**src/rtl/ex_mem_result_stage.sv**
```systemverilog
// EX->MEM pipeline register for the ALU adder result, plus the architectural
// NZCV flag register and B.cond evaluation with a same-cycle flag bypass from EX.
module ex_mem_result_stage #(
  parameter int unsigned N      = 64,
  parameter int unsigned REG_AW = 5
) (
  input  logic              clk,
  input  logic              reset,
  input  logic [N-1:0]      alu_result,
  input  logic              co_flag,
  input  logic              of_flag,
  input  logic              valid_in,
  input  logic              set_flags,
  input  logic              reg_write_in,
  input  logic [REG_AW-1:0] rd_in,
  input  logic              stall,
  input  logic              flush,
  input  logic [3:0]        cond,
  output logic [N-1:0]      result_q,
  output logic [REG_AW-1:0] rd_q,
  output logic              reg_write_q,
  output logic              valid_q,
  output logic [3:0]        flags_q,
  output logic              cond_true
);

  logic [3:0] ex_flags;
  logic [3:0] fwd_flags;
  logic       ex_sets_flags;
  logic       f_n, f_z, f_c, f_v;

  // C and V come straight from the adder; for SUBS its carry is already "no borrow"
  always_comb begin
    ex_flags      = {alu_result[N-1], (alu_result == '0), co_flag, of_flag};
    ex_sets_flags = valid_in & set_flags;
  end

  // Bypass ignores stall: a held flag-setting instruction still steers branches
  always_comb begin
    fwd_flags = (ex_sets_flags & ~flush) ? ex_flags : flags_q;
    {f_n, f_z, f_c, f_v} = fwd_flags;
  end

  always_comb begin
    cond_true = 1'b1;
    case (cond)
      4'b0000: cond_true = f_z;
      4'b0001: cond_true = ~f_z;
      4'b0010: cond_true = f_c;
      4'b0011: cond_true = ~f_c;
      4'b0100: cond_true = f_n;
      4'b0101: cond_true = ~f_n;
      4'b0110: cond_true = f_v;
      4'b0111: cond_true = ~f_v;
      4'b1000: cond_true = f_c & ~f_z;
      4'b1001: cond_true = ~(f_c & ~f_z);
      4'b1010: cond_true = (f_n == f_v);
      4'b1011: cond_true = (f_n != f_v);
      4'b1100: cond_true = ~f_z & (f_n == f_v);
      4'b1101: cond_true = ~(~f_z & (f_n == f_v));
      default: cond_true = 1'b1;
    endcase
  end

  always_ff @(posedge clk) begin
    if (reset) begin
      result_q    <= '0;
      rd_q        <= '0;
      reg_write_q <= 1'b0;
      valid_q     <= 1'b0;
      flags_q     <= '0;
    end else if (flush) begin
      // Bubble: result_q and flags_q deliberately keep their values
      rd_q        <= '0;
      reg_write_q <= 1'b0;
      valid_q     <= 1'b0;
    end else if (!stall) begin
      result_q    <= alu_result;
      rd_q        <= rd_in;
      reg_write_q <= reg_write_in & valid_in;
      valid_q     <= valid_in;
      if (ex_sets_flags) begin
        flags_q <= ex_flags;
      end
    end
  end

endmodule

```
**config.mk**
```make
export PLATFORM = sky130hd
export DESIGN_NAME = ex_mem_result_stage
export DESIGN_NICKNAME = d
export VERILOG_FILES = /design/src/rtl/ex_mem_result_stage.sv
export SDC_FILE = /design/constraint.sdc
export NUM_CORES = 1
export LEC_CHECK = 0
export CORE_MARGIN = 2
export CORE_UTILIZATION = 40
export CTS_CLUSTER_DIAMETER = 40
export DETAILED_ROUTE_END_ITERATION = 10
export PLACE_DENSITY = 0.81
export SLEW_MARGIN = 40
export SYNTH_ARGS = -nofsm -noshare
export SYNTH_HDL_FRONTEND = slang
export SYNTH_SLANG_ARGS = --single-unit
```
**constraint.sdc**
```tcl
create_clock -name clk -period 2.54 [get_ports clk]
set_input_delay 0.254 -clock clk [delete_from_list [all_inputs] [get_ports clk]]
set_output_delay 0.254 -clock clk [all_outputs]
set_load 0.02 [all_outputs]
```
After elaboration in Yosys (flattened, before gate mapping)
Cells that the tools add are included.
- logic and storage cells: 40
- latch bits: 0
- memory bits (read-only): 0
- memories: 0
- bits in writable memories: 0
- register bits after elaboration: 75
- add/sub/neg operators: 0
- magnitude comparators: 0
- reduce and logical (&&, ||, !) cells: 5
- equal/unequal tests: 15
- $mul: 0
- div/mod/pow operators: 0
- shift-type cells: 0
- bitwise gates (word level): 13
- muxes and demuxes: 2
- operators with widths (operator ; count):
    logical NOT 64 bit ; 1
    equality test 4 bit (second input constant) ; 6
    equality test 4 x 3 -> 1 bit (second input constant) ; 4
    one-hot mux 1 bit (14 select lines) ; 1
    equality test 4 x 2 -> 1 bit (second input constant) ; 2
    inverter 1 bit ; 8
    AND 1 bit ; 5
    equality test 4 x 1 -> 1 bit (second input constant) ; 1
    logical NOT 4 bit ; 1
    2-to-1 mux 4 bit ; 1
    AND reduction 3 bit ; 1
    AND reduction 2 bit ; 1
    OR reduction 2 bit ; 1
    equality test 1 bit ; 1
    != test 1 bit ; 1

Logic depth before layout (Yosys ltp)
- depth after elaboration: 7
- depth in mapped cells: 7
- mapped depth without buffers: 6

Least setup slack after synthesis
No wires, ideal clock.
- kind: in2out
- from: input port alu_result[61]
- to: output port cond_true
- stages: 6
- slack: 0.387 ns
- data required time: 2.286 ns
- arrival: 1.899 ns
- path buffers: 0
- path through: nor4_2 -> nand2_1 -> or3_1 -> nor4_2 -> o41ai_1 -> or4_1
- word-level cells in the longest chain between the ends: 6
- ends and longest elaborated chain (element ; RTL line ; RTL):
    start: declaration ; 9 ; input logic [N-1:0] alu_result,
    logical NOT 64 bit (*) ; 34 ; ex_flags = {alu_result[N-1], (alu_result == '0), co_flag, of_flag};
    2-to-1 mux 4 bit (*) ; 40 ; fwd_flags = (ex_sets_flags & ~flush) ? ex_flags : flags_q;
    inverter 1 bit ; -- ;
    AND 1 bit (on tied branches) ; -- ;
    inverter 1 bit (on tied branches) ; 60, 56 ;
    one-hot mux 1 bit (14 select lines) (*) ; 46 ; case (cond)
    end: declaration ; 24 ; output logic cond_true
Every way passes the cells marked *; elsewhere a longest branch is shown, timed or not.

Worst setup path after layout
- from: input port alu_result[6]
- to: output port cond_true
Same word-level chain as after synthesis.

==> impl_metrics.py <==
metrics = {
    "run_status": {
        "status": "complete, but fails checks",
        "failed_checks": "setup timing",
    },
    "setup_path": {
        "cpLargestDelayFamily": "simple AND/OR/NAND/NOR gates",
        "arrival_ns": 2.31,
        "cp-end-kind": "output port",
        "path_class": "in -> out",
        "worstPathBufferInverterCount": 3,
        "crit_fanout": 3,
        "crit_slowest_cell": "clkdlybuf4s50_1",
        "crit_chain": "clkdlybuf4s50_1 -> nor4_2 -> nand3b_1 -> nor4_4 -> buf_4 -> and4b_1 -> o31a_1 -> or4_4 -> buf_6",
        "required_ns": 2.29,
        "slowest_delay_ns": 0.51,
        "worstSetupStartpointType": "input port",
    },
    "placement": {
        "dp_hpwl_um": 7132,
        "dp.cells": 654,
        "finalWeightedCongestion": 0.8826,
        "port_buffers": 157,
        "post-place-ws_ns": -0.9332,
    },
    "sta": {
        "hold_viol_final": 0,
        "post-route-min-period_ns": 2.568,
        "fin_ws_ns": -0.02773,
        "post-route-period-util_pct": 101.1,
        "fmax_ghz": 0.3894,
        "setup_tns_ns": -0.02773,
        "finClkSkew_ns": 0,
        "whs_ns": 0.1620,
        "setup_viol_count_final": 1,
        "slew_headroom_pct": 52.47,
        "worst_pin_slew_ns": 0.7130,
        "rsz0062_at_grt": "yes",
        "maxSlewViolCount": 0,
    },
    "clock_tree": {
        "clock_path_buffers": 2,
        "path_clk_slew_ns": 0.07,
        "clockRootBuffer": "clkbuf_8",
        "cts_tree": "built",
        "cts_max_level": 3,
        "clk_latency_ns": 0.33,
        "clkSinkCount": 75,
        "cts_hold_buffers": 0,
        "cts_buffers": 9,
    },
    "power": {
        "swShare_pct": 25.68,
        "power_frac_clock_pct": 36.1,
        "vdd_drop_max_mv": 0.3059,
        "leakagePower_nw": 2.067,
        "pwr-share-seq_pct": 45.3,
        "cell_internal_pwr_mw": 2.053,
        "combPwrFrac_pct": 18.7,
        "cellPowerDensity_mw_per_mm2": 523.8,
        "switchingPower_uw": 709.6,
    },
    "routing": {
        "drtAntennaViolNets": 0,
        "drt-initial-drc-count": 85,
        "route.detailed.drc": 0,
        "viasPerCell": 5.063,
        "wl_um": 9926,
        "wl_per_cell_um": 14.77,
        "num_vias": 3402,
        "drt_pre_antenna_iters": 4,
    },
    "grt": {
        "grt_pass1_wl_um": 15700,
        "grt_overflow_total": 0,
        "grt_usage_pct": 23.18,
        "antenna_found_initial": 0,
        "grt_max_degree": 65,
        "grt_pass1_vias": 3359,
    },
    "logic_synthesis": {
        "synth_flop_cell": "dfxtp_1",
        "syn_nets": 474,
        "ys_warn_count": 0,
        "ys_types": 37,
        "ys_seq_area_share_pct": 49.06,
        "synth_commonest_cells": "138 x nand2_1, 75 x dfxtp_1, 67 x a21oi_1",
        "syn-cell-area_mm2": 0.003060,
        "avgSynthCellArea_um2": 7.807,
        "synthMuxAreaShare_pct": 4.007,
        "synth-simple-area-share_pct": 29.07,
        "synth_fa_ha_area_share_pct": 0,
        "synth_largest_area_cell": "dfxtp_1",
        "async_flop_share_pct": 0,
        "ys_ff_latch": 75,
        "synth_top_family_by_area": "simple AND/OR/NAND/NOR gates",
        "synth-xor-area-share_pct": 0.5724,
        "synth_edf_count": 0,
        "synth_most_common_cell": "nand2_1",
        "synth_compound_area_share_pct": 13.65,
        "yosys-top-cells-area": "dfxtp_1 49%, nand2_1 17%, a21oi_1 11%",
        "syn_inst": 392,
        "synth_top_cell_area_share_pct": 49.06,
    },
    "layout": {
        "fin_nets": 651,
        "fin_cells": 672,
        "n_antenna_cell": 0,
        "layout-drive-gt1-share_pct": 15.71,
        "area_growth_pct": 72.36,
    },
    "floorplan": {
        "initial_core_util_pct": 41.75,
        "row_count": 31,
        "dieHeight_um": 91.47,
        "fp.dieArea_mm2": 0.008367,
        "core_area_mm2": 0.007331,
        "ioPinCount": 158,
        "die_w_um": 91.47,
    },
    "hold_path": {
        "hold_path.class": "in -> reg",
    },
    "flow_run": {
        "maxCapViolCount": 0,
    },
}
## power by group through the flow
stage          Sequential (mW)  Clock (mW)  Combinational, mW
5_1_grt                   1.26        1.07              0.552
3_5_place_dp              1.28           0              0.523
3_3_place_gp              1.28           0              0.517
6_report                  1.25       0.996              0.516
4_1_cts                   1.25        1.01              0.515
2_1_floorplan             1.34           0              0.146
## cell usage in the layout (no fill, tap or decap), types with 3 or more instances in the layout
cell               n
dfxtp_1           75
nor4_2            14
clkdlybuf4s15_1    4
a21oi_1           67
buf_4             37
dlymetal6s2s_1     4
nor2_1            14
nor4_4             4
mux2i_1            9
nand2_1          138
dlygate4sd2_1     45
clkdlybuf4s50_1   97
buf_2              3
nor3b_1            4
nand4_1            3
clkbuf_8          10
## path summary, 6_finish.rpt
kind	from	slack (ns)	depth (start not counted)	endpoint
setup reg to reg	flags_q[0]	1.80	3	flags_q[0]
setup / recovery	alu_result[6]	-0.03	9	cond_true
hold / removal	alu_result[20]	0.16	3	result_q[20]
hold reg to reg	result_q[28]	0.45	2	result_q[28]
## kinds of logic after synthesis
kind of cell	after synthesis
xor+xnor	2
buf+inv	29
compound gates	78
mux	11
simple gates	197
flops	75
## stage by stage
stage | cell area [um2] | utilization [%] | total power, mW
4_1_cts | 5239 | 71.46 | 2.777
6_report | 5275 | 71.96 | 2.763
5_1_grt | 5275 | 71.96 | 2.878
2_1_floorplan | 3060 | - | 1.486
3_3_place_gp | 4922 | 67.14 | 1.792
3_5_place_dp | 4925 | 67.18 | 1.801
## worst reg2reg max path, cell delays in order, from the launching register on
cell and delay, ns:
dfxtp_1 0.32, buf_4 0.14, mux2i_1 0.13, nor2_1 0.06
## timing repair
item / CTS / global route
pin swaps: 28 / 2
buffers inserted: 3 / 1
gates resized for setup: 97 / 11
setup endpoints to repair: 1 / 1
## metal layers
metal / routed length (um) / GRT usage, %
met3: 551 / 4.896
met4: 186 / 8.460
met5: 0 / 0
met2: 5088 / 41.42
met1: 4099 / 27.09
## final cells by class
cell class	instances	area [um2]
fill	595	2056
clock inverter	5	77.57
timing repair buffer	195	1807
tap	99	123.9
clock buffer	10	137.6
multi-input combinational	288	1628
sequential	75	1501
## sequential cells by signal, indices dropped and copies added (netlist names)
signal,flops
valid_q,1
result_q,64
rd_q,5
reg_write_q,1
flags_q,4
Note: power is estimated with default switching activity, not from simulation.
